### config.mk
export PLATFORM = sky130hd
export DESIGN_NAME = lsu_issue
export DESIGN_NICKNAME = d
export VERILOG_FILES = /design/src/rtl/lsu_issue.sv
export SDC_FILE = /design/constraint.sdc
export NUM_CORES = 1
export LEC_CHECK = 0
export ABC_AREA = 0
export CAP_MARGIN = 20
export CORE_MARGIN = 2
export CORE_UTILIZATION = 42
export DETAILED_ROUTE_END_ITERATION = 10
export PLACE_DENSITY = 0.73
export SYNTH_ARGS = -nofsm -noshare
export SYNTH_HDL_FRONTEND = slang
export SYNTH_SLANG_ARGS = --single-unit
export TNS_END_PERCENT = 10
### constraint.sdc
create_clock -name clk -period 11.6 [get_ports clk]
set_clock_uncertainty 0.1 [all_clocks]
set_input_delay 1.74 -clock clk [delete_from_list [all_inputs] [get_ports clk]]
set_output_delay 1.74 -clock clk [all_outputs]
set_load 0.03 [all_outputs]
### src/rtl/lsu_issue.sv
// rtl/lsu_issue.sv - load/store issue controller between execute and the data-memory unit
// Decodes funct3, checks alignment/range, issues one memory access and reports writeback or exception.
module lsu_issue #(
  parameter int TIMEOUT_CYCLES = 15,
  parameter int ADDR_W         = 10
) (
  input  logic        clk,
  input  logic        rst,
  input  logic        req_valid,
  output logic        req_ready,
  input  logic        req_is_store,
  input  logic [2:0]  req_funct3,
  input  logic [31:0] req_base,
  input  logic [31:0] req_offset,
  input  logic [31:0] req_wdata,
  input  logic [4:0]  req_rd,
  output logic        mem_start,
  output logic [1:0]  mem_use_part,
  output logic [1:0]  mem_op_mode1,
  output logic [2:0]  mem_op_mode2,
  output logic [31:0] mem_op1,
  output logic [31:0] mem_op2,
  output logic [31:0] mem_imm,
  input  logic        mem_done,
  input  logic [31:0] mem_res,
  output logic        wb_valid,
  output logic        wb_we,
  output logic [4:0]  wb_rd,
  output logic [31:0] wb_data,
  output logic        exc_valid,
  output logic [1:0]  exc_cause,
  output logic [31:0] exc_addr,
  output logic        busy
);

  typedef enum logic [1:0] {IDLE, ISSUE, WAIT, RESP} state_t;

  localparam logic [7:0] CNT_LAST = 8'(TIMEOUT_CYCLES - 1);

  state_t      state;
  logic [7:0]  cnt;
  logic        is_store_q;
  logic [31:0] ea_q;

  logic [31:0] ea;
  logic        f3_legal;
  logic        out_of_range;
  logic        misaligned;
  logic [2:0]  size_code;
  logic [1:0]  accept_cause;

  assign mem_use_part = 2'b00;

  always_comb begin
    ea           = req_base + req_offset;
    out_of_range = (ea >> ADDR_W) != 32'd0;
    f3_legal     = 1'b0;
    size_code    = 3'b000;
    case (req_funct3)
      3'b000: begin f3_legal = 1'b1;          size_code = 3'b000; end
      3'b001: begin f3_legal = 1'b1;          size_code = 3'b010; end
      3'b010: begin f3_legal = 1'b1;          size_code = 3'b100; end
      3'b100: begin f3_legal = !req_is_store; size_code = 3'b001; end
      3'b101: begin f3_legal = !req_is_store; size_code = 3'b011; end
      default: begin f3_legal = 1'b0;         size_code = 3'b000; end
    endcase
    // Halfword loads crossing a word boundary are split by the memory unit; stores are not.
    misaligned = ((req_funct3[1:0] == 2'b10) && (ea[1:0] != 2'b00)) ||
                 (req_is_store && (req_funct3 == 3'b001) && (ea[1:0] == 2'b11));
    if (!f3_legal || out_of_range)
      accept_cause = 2'b11;
    else if (misaligned)
      accept_cause = 2'b01;
    else
      accept_cause = 2'b00;
  end

  always_ff @(posedge clk) begin
    if (!rst) begin
      state        <= IDLE;
      cnt          <= 8'd0;
      is_store_q   <= 1'b0;
      ea_q         <= 32'd0;
      req_ready    <= 1'b1;
      busy         <= 1'b0;
      mem_start    <= 1'b0;
      mem_op_mode1 <= 2'b00;
      mem_op_mode2 <= 3'b000;
      mem_op1      <= 32'd0;
      mem_op2      <= 32'd0;
      mem_imm      <= 32'd0;
      wb_valid     <= 1'b0;
      wb_we        <= 1'b0;
      wb_rd        <= 5'd0;
      wb_data      <= 32'd0;
      exc_valid    <= 1'b0;
      exc_cause    <= 2'b00;
      exc_addr     <= 32'd0;
    end else begin
      mem_start <= 1'b0;
      wb_valid  <= 1'b0;
      exc_valid <= 1'b0;
      case (state)
        IDLE: begin
          if (req_valid) begin
            req_ready  <= 1'b0;
            busy       <= 1'b1;
            wb_rd      <= req_rd;
            is_store_q <= req_is_store;
            ea_q       <= ea;
            if (accept_cause != 2'b00) begin
              state     <= RESP;
              wb_valid  <= 1'b1;
              exc_valid <= 1'b1;
              exc_cause <= accept_cause;
              exc_addr  <= ea;
            end else begin
              state        <= ISSUE;
              mem_start    <= 1'b1;
              mem_op_mode1 <= {1'b0, req_is_store};
              mem_op_mode2 <= size_code;
              mem_op1      <= req_base;
              mem_op2      <= req_wdata;
              mem_imm      <= req_offset;
            end
          end
        end
        ISSUE: begin
          state <= WAIT;
          cnt   <= 8'd0;
        end
        WAIT: begin
          cnt <= cnt + 8'd1;
          // A done on the final counted cycle still completes normally.
          if (mem_done) begin
            state    <= RESP;
            wb_valid <= 1'b1;
            wb_data  <= is_store_q ? 32'd0 : mem_res;
            wb_we    <= !is_store_q && (wb_rd != 5'd0);
          end else if (cnt == CNT_LAST) begin
            state     <= RESP;
            wb_valid  <= 1'b1;
            exc_valid <= 1'b1;
            exc_cause <= 2'b10;
            exc_addr  <= ea_q;
          end
        end
        RESP: begin
          state        <= IDLE;
          cnt          <= 8'd0;
          req_ready    <= 1'b1;
          busy         <= 1'b0;
          mem_op_mode1 <= 2'b00;
          mem_op_mode2 <= 3'b000;
          mem_op1      <= 32'd0;
          mem_op2      <= 32'd0;
          mem_imm      <= 32'd0;
          wb_we        <= 1'b0;
          wb_rd        <= 5'd0;
          wb_data      <= 32'd0;
          exc_cause    <= 2'b00;
          exc_addr     <= 32'd0;
        end
        default: state <= IDLE;
      endcase
    end
  end

endmodule

# Word level (Yosys, flattened, before mapping)
# Cells that the tools add are included.
[totals]
register_bits = 221
input_bits = 141
out_inout_bits = 180
wordCells = 121
[classes]
addsub = 2
n_eq_ne = 17
muxes = 54
n_reduce_logical = 29
[ops]
columns = ["operator", "n"]
rows = [
  ["$mux 32", 12],
  ["$pmux 32 s2", 4],
  ["$pmux 32 s3", 1],
  ["$add 32x32->32", 1],
  ["$reduce_bool 32->1", 1],
  ["$mux 2", 11],
  ["$pmux 8 s2", 1],
  ["$ne 2x2->1 const B", 6],
  ["$pmux 1 s2", 6],
  ["$pmux 3 s4", 1],
  ["$mux 1", 10],
  ["$pmux 5 s2", 1],
  ["$reduce_bool 2->1", 5],
  ["$add 8x1->8 const B", 1],
  ["$eq 2x2->1 const B", 4],
  ["$eq 8x4->1 const B", 1],
  ["$pmux 2 s4", 1],
  ["$reduce_and 2->1", 4],
  ["$eq 3x3->1 const B", 2],
  ["$mux 3", 2],
  ["$pmux 2 s3", 1],
  ["$pmux 3 s2", 1],
  ["$reduce_and 3->1", 2],
  ["$mux 5", 1],
  ["15 further kinds", 22],
]

# Longest topological paths before layout
[depth]
depth_word = 10
depth_mapped = 15
ltp_nobuf = 13

# Worst setup path before layout
# No wires, ideal clock.
[synth_timing]
kind = "input to register"
startpoint = "in req_base[0]"
endpoint = "reg exc_addr[11]"
setup_time_ns = 0.081
arrival_ns = 5.588
required_ns = 11.419
slack_ns = 5.831
path_stages = 15
path_buffers = 2
cell_sequence = "ha_1 fa_1 a21o_1 a221oi_2 nor3_1 o21ai_2 nor4b_2 a311oi_1 or4b_4 or4b_4 o211a_4 or2_1 buf_6 buf_6 a211oi_2"
[synth_via]
elab_chain_len = 9
elab_cells_between_ends = 16
classes_between = "add/sub (1); eq/ne (2); mux (5); reduce/logical (8)"
[synth_rtl]
columns = ["item", "line", "rtl"]
rows = [
  ["from (decl)", "13", "input logic [31:0] req_base,"],
  ["$add 32x32->32 *", "55", "ea = req_base + req_offset;"],
  ["$eq 2x2->1 / $reduce_bool 2->1 (equally long branches)", "69, 68", ""],
  ["$logic_and 1x1->1, on equally long branches", "69, 68", ""],
  ["$logic_or 1x1->1", "68", "misaligned = ((req_funct3[1:0] == 2'b10) && (ea[1:0] != 2'b00)) ||"],
  ["$mux 1", "72", "else if (misaligned)"],
  ["$mux 2", "70", "if (!f3_legal || out_of_range)"],
  ["$reduce_bool 2->1", "111", "if (accept_cause != 2'b00) begin"],
  ["$ne 2x2->1 (no line)", "n/a", ""],
  ["$reduce_and 5->1 (no line)", "n/a", ""],
  ["to (signal assigned)", "145", "exc_addr <= ea_q;"],
  ["to (decl)", "32", "output logic [31:0] exc_addr,"],
]
# Mark *: on every way between the ends. The rest lies on a longest branch, timed or not. The select of a mux whose other input is x is not followed.
# A chain may end at the register's enable or synchronous reset.

# Final worst setup path
[layout_timing]
startpoint = "in req_base[0]"
endpoint = "reg mem_op_mode2[0]"
[layout_via]
elab_chain_len = 9
elab_cells_between_ends = 13
classes_between = "add/sub (1); eq/ne (2); mux (2); reduce/logical (8)"
[layout_rtl]
columns = ["item", "line", "rtl"]
rows = [
  ["$add 32x32->32 *", "55", ""],
  ["$eq 2x2->1 / $reduce_bool 2->1 (equally long branches)", "69, 68", ""],
  ["$logic_and 1x1->1, on equally long branches", "69, 68", ""],
  ["$logic_or 1x1->1", "68", ""],
  ["$mux 1", "72", ""],
  ["$mux 2 *", "70", ""],
  ["$reduce_bool 2->1 *", "111", ""],
  ["$ne 2x2->1 (no line) *", "n/a", ""],
  ["$reduce_and 3->1 (no line) *", "n/a", ""],
  ["to (signal assigned)", "121", "mem_op_mode2 <= size_code;"],
  ["to (decl)", "20", "output logic [2:0] mem_op_mode2,"],
]
# Mark *: on every way between the ends. The rest lies on a longest branch, timed or not.

==> impl_results.html <==
<table>
<tr><th>Metric</th><th>Value</th></tr>
<tr><th colspan="2">Outcome</th></tr>
<tr><td>Result of the run</td><td>finished clean</td></tr>
<tr><th colspan="2">Clock tree</th></tr>
<tr><td>Number of clock buffers inserted by TritonCTS</td><td>25</td></tr>
<tr><td>Clock slew seen by the registers of the worst setup and hold paths</td><td>60 ps</td></tr>
<tr><td>Setup repair bufs after CTS</td><td>0</td></tr>
<tr><td>Clock latency of the later-clocked register in the worst-skew pair</td><td>roughly 530 ps</td></tr>
<tr><td>CTS root buf</td><td>sky130_fd_sc_hd__clkbuf_16</td></tr>
<tr><td>Number of H-tree levels</td><td>1</td></tr>
<tr><td>Number of buffers inserted by hold repair at cts</td><td>0</td></tr>
<tr><td>Number of resized instances in the post-cts repair step</td><td>0</td></tr>
<tr><td>TritonCTS Sinks</td><td>220</td></tr>
<tr><td>CTS tree</td><td>yes</td></tr>
<tr><td>Buffer depth of the longest clock path</td><td>3</td></tr>
<tr><th colspan="2">Global routing</th></tr>
<tr><td>Wire length of the first global-routing pass</td><td>58600 um</td></tr>
<tr><td>Residual overflow from global routing</td><td>0</td></tr>
<tr><td>Total GRT Usage</td><td>0.250</td></tr>
<tr><td>Number of global-route vias before repair</td><td>~11000</td></tr>
<tr><td>Antenna violations before repair</td><td>1</td></tr>
<tr><td>Maximum number of pins on one net before global-route repair</td><td>between 150 and 200</td></tr>
<tr><th colspan="2">Worst setup path</th></tr>
<tr><td>Crit path launch type</td><td>input port</td></tr>
<tr><td>CP required</td><td>around 12000 ps</td></tr>
<tr><td>Crit Path Class</td><td>input port to flop</td></tr>
<tr><td>Crit-path leading delay family</td><td>simple AND/OR/NAND/NOR gates</td></tr>
<tr><td>Number of buffer and inverter instances along the worst setup path</td><td>3</td></tr>
<tr><td>Largest stage delay on the critical path</td><td>approximately 910 ps</td></tr>
<tr><td>Crit path capture type</td><td>flop</td></tr>
<tr><td>Critical-path maximum fanout</td><td>108</td></tr>
<tr><td>Crit path DAT</td><td>about 7700 ps</td></tr>
<tr><td>Slowest stage cell, crit path</td><td>sky130_fd_sc_hd__nor4b_1</td></tr>
<tr><td>CP cell instances</td><td>clkdlybuf4s50_1 &gt; ha_1 &gt; fa_1 &gt; a21o_1 &gt; a221oi_2 &gt; nor3_1 &gt; o21ai_2 &gt; nor4b_2 &gt; a311oi_1 &gt; or4b_4 &gt; nor4b_1 &gt; nand3_4 &gt; buf_4 &gt; buf_16 &gt; and3_1 &gt; o21a_1</td></tr>
<tr><th colspan="2">Drt</th></tr>
<tr><td>Router iterations before antenna repair</td><td>5</td></tr>
<tr><td>Wire length after detailed routing</td><td>37900 um</td></tr>
<tr><td>Vias per std cell</td><td>5.88</td></tr>
<tr><td>Detailed-route DRC error count</td><td>0</td></tr>
<tr><td>Post-route antenna net violation count</td><td>0</td></tr>
<tr><td>Initial DRC Count</td><td>985</td></tr>
<tr><td>Average wire per standard cell</td><td>between 15 and 20 um</td></tr>
<tr><td>Via Count</td><td>around 12000</td></tr>
<tr><th colspan="2">Yosys</th></tr>
<tr><td>Number of warnings printed during yosys synthesis</td><td>0</td></tr>
<tr><td>Count of flip-flops with a built-in enable after synthesis</td><td>0</td></tr>
<tr><td>Flip-flop cell with the highest count after synthesis</td><td>sky130_fd_sc_hd__dfxtp_1</td></tr>
<tr><td>Gate count after technology mapping</td><td>around 1400</td></tr>
<tr><td>Mean area per synthesized cell</td><td>roughly 8.5 um2</td></tr>
<tr><td>Syn Std Cell Area</td><td>around 12000 um2</td></tr>
<tr><td>Register area share after synthesis</td><td>0.380</td></tr>
<tr><td>Async S/R FF share, synth</td><td>0</td></tr>
<tr><td>Number of different library cells in the post-synthesis netlist</td><td>between 70 and 80</td></tr>
<tr><td>Count of state elements after synthesis</td><td>220</td></tr>
<tr><th colspan="2">Layout</th></tr>
<tr><td>Commonest non-fill, non-tap cell in the layout</td><td>sky130_fd_sc_hd__clkdlybuf4s50_1</td></tr>
<tr><td>FILL cells</td><td>between 2000 and 2500</td></tr>
<tr><td>Post-layout nets</td><td>approximately 1800</td></tr>
<tr><td>Post-synthesis to final-layout area growth</td><td>34.9%</td></tr>
<tr><td>Final non-filler cell total</td><td>between 1500 and 2000</td></tr>
<tr><td>Most used cells in the layout excluding fill and tap cells</td><td>sky130_fd_sc_hd__clkdlybuf4s50_1 (317), sky130_fd_sc_hd__dfxtp_1 (220), sky130_fd_sc_hd__nand3b_1 (170)</td></tr>
<tr><td>Share of layout cells above drive strength 1</td><td>0.0663</td></tr>
<tr><th colspan="2">STA</th></tr>
<tr><td>Setup repair after global routing missed its margin</td><td>no</td></tr>
<tr><td>Final setup violating endpoints</td><td>0</td></tr>
<tr><td>Remaining max-slew budget at the tightest pin</td><td>0.263</td></tr>
<tr><td>Max-slew violation count</td><td>0</td></tr>
<tr><td>Worst Tran Pin Value</td><td>roughly 1100 ps</td></tr>
<tr><td>Highest attainable clock frequency</td><td>between 100 and 150 MHz</td></tr>
<tr><td>Min Tclk post-route</td><td>about 7300 ps</td></tr>
<tr><td>Period Utilization, post-route</td><td>0.633</td></tr>
<tr><td>Final Hold Fails</td><td>0</td></tr>
<tr><td>Aggregate negative setup slack</td><td>0 ps</td></tr>
<tr><th colspan="2">Place</th></tr>
<tr><td>Estimated wirelength of the detail-placed design</td><td>about 26000 um</td></tr>
<tr><td>Final RePlAce weighted congestion</td><td>0.888</td></tr>
<tr><td>DP Cell Count</td><td>roughly 1900</td></tr>
<tr><td>IO Port Bufs</td><td>roughly 320</td></tr>
<tr><th colspan="2">Power and ir drop</th></tr>
<tr><td>Total power per unit cell area</td><td>183 nW/um2</td></tr>
<tr><td>P_leak</td><td>around 5.3 nW</td></tr>
<tr><td>Max rail drop VDD</td><td>between 0.15 and 0.2 mV</td></tr>
<tr><th colspan="2">Flow run</th></tr>
<tr><td>Number of maximum-capacitance violations</td><td>0</td></tr>
<tr><th colspan="2">Die</th></tr>
<tr><td>Initial cell density of the core</td><td>0.429</td></tr>
<tr><td>Row cnt</td><td>60</td></tr>
<tr><td>Die outline width</td><td>between 150 and 200 um</td></tr>
<tr><td>Total Die Area</td><td>between 20000 and 30000 um2</td></tr>
<tr><td>Floorplan die height</td><td>roughly 170 um</td></tr>
<tr><td>Std-Cell Core Area</td><td>27000 um2</td></tr>
<tr><td>I/O Pins</td><td>approximately 320</td></tr>
<tr><th colspan="2">Min path</th></tr>
<tr><td>HP Class</td><td>flop to flop</td></tr>
</table>
logic make-up (layout without fill, tap and decap cells):
| group | Yosys count | in the layout | synth area share |
|---|---|---|---|
| XOR/XNOR | 31 | 31 | 0.0234 |
| adder cells (fa/ha/maj) | 39 | 39 | 0.0428 |
| AO/OA/AOI/OAI | 366 | 366 | 0.225 |
| other | 1 | 4 | 0.000324 |
| multiplexers | 4 | 4 | 0.00356 |
| AND/OR/NAND/NOR | 570 | 570 | 0.276 |
| buffers and inverters | 139 | 381 | 0.0493 |
| flip-flops | 220 | 220 | 0.380 |
flip-flops by register name, indices dropped and copies added, names as in the netlist:
register	count
busy	1
cnt	8
ea_q	32
exc_addr	32
exc_cause	2
exc_valid	1
is_store_q	1
mem_imm	32
mem_op1	32
mem_op2	32
mem_op_mode1	1
mem_op_mode2	3
mem_start	1
req_ready	1
state	2
wb_data	32
wb_rd	5
wb_valid	1
wb_we	1
where the power goes:
| part | switching [mW] | leakage (nW) | internal [mW] | total (mW) |
|---|---|---|---|---|
| logic | 0.753 | 3.18 | 0.460 | 1.21 |
| clock network | 0.313 | 0.348 | 0.408 | 0.721 |
| registers | 0.0604 | 1.79 | 0.866 | 0.926 |
| total | 1.13 | 5.31 | 1.73 | 2.86 |
synth_stat cells, drive strengths merged (7+ instances only):
master  instances  area share
dfxtp         220        0.38
nand3b        170        0.11
nand3         106       0.046
clkbuf        103       0.033
a21oi         102       0.044
nand2          94       0.030
nor2           92       0.030
a31oi          78       0.043
a22oi          59       0.038
nor3           43       0.020
ha             38       0.041
a211oi         36       0.036
buf            25       0.012
o21ai          25       0.011
xnor2          20       0.015
and3           16      0.0086
a21o           12      0.0078
xor2           11      0.0083
inv            10      0.0032
nor4            8      0.0043
and4            7      0.0053
nand2b          7      0.0038
worst min-delay path: cells and delay by family (launching register included):
| kind | cells | cell delay, ps |
|---|---|---|
| flip-flops | 1 | 310 |
| AND/OR/NAND/NOR | 1 | 50 |
| AO/OA/AOI/OAI | 1 | 50 |
path summary, 6_finish.rpt:
path                                         to  slack [ps]          from  cells past startpoint
worst max-delay path            mem_op_mode2[0]        4260   req_base[0]                     16
worst min register to register     exc_cause[0]         350  exc_cause[0]                      2
worst max register to register  mem_op_mode2[2]        8580      state[0]                      9
worst min-delay path               exc_cause[0]         350  exc_cause[0]                      2
per-layer routing:
layer  wire, um  GRT usage
met1      16100      0.332
met2      18300      0.419
met3       2380     0.0319
met4       1130     0.0825
met5          0          0
final cells by class:
| type | instances | area [um2] | share of cell area |
|---|---|---|---|
| Multi-Input combinational cell | 1013 | 6670 | 0.427 |
| Sequential cell | 220 | 4400 | 0.282 |
| Timing Repair Buffer | 333 | 3370 | 0.216 |
| Clock buffer | 33 | 686 | 0.0439 |
| Tap cell | 341 | 427 | 0.0273 |
| Inverter | 11 | 46.3 | 0.00296 |
| Clock inverter | 4 | 26.3 | 0.00168 |
| Antenna cell | 1 | 2.50 | 0.000160 |
through the flow:
stage	util	hold slack (ps)	power, mW	area, um2	setup slack (ps)
after global routing	0.579	369	3.02	15600	3970
final	0.579	349	2.86	15600	4260
after CTS	0.574	353	2.87	15500	4220
after detailed placement	0.548	344	2.14	14800	3730
after floorplan	-	336	1.75	11600	5830
after global placement	0.548	342	2.12	14800	4080
No activity file was read; power rests on OpenSTA's default activity.
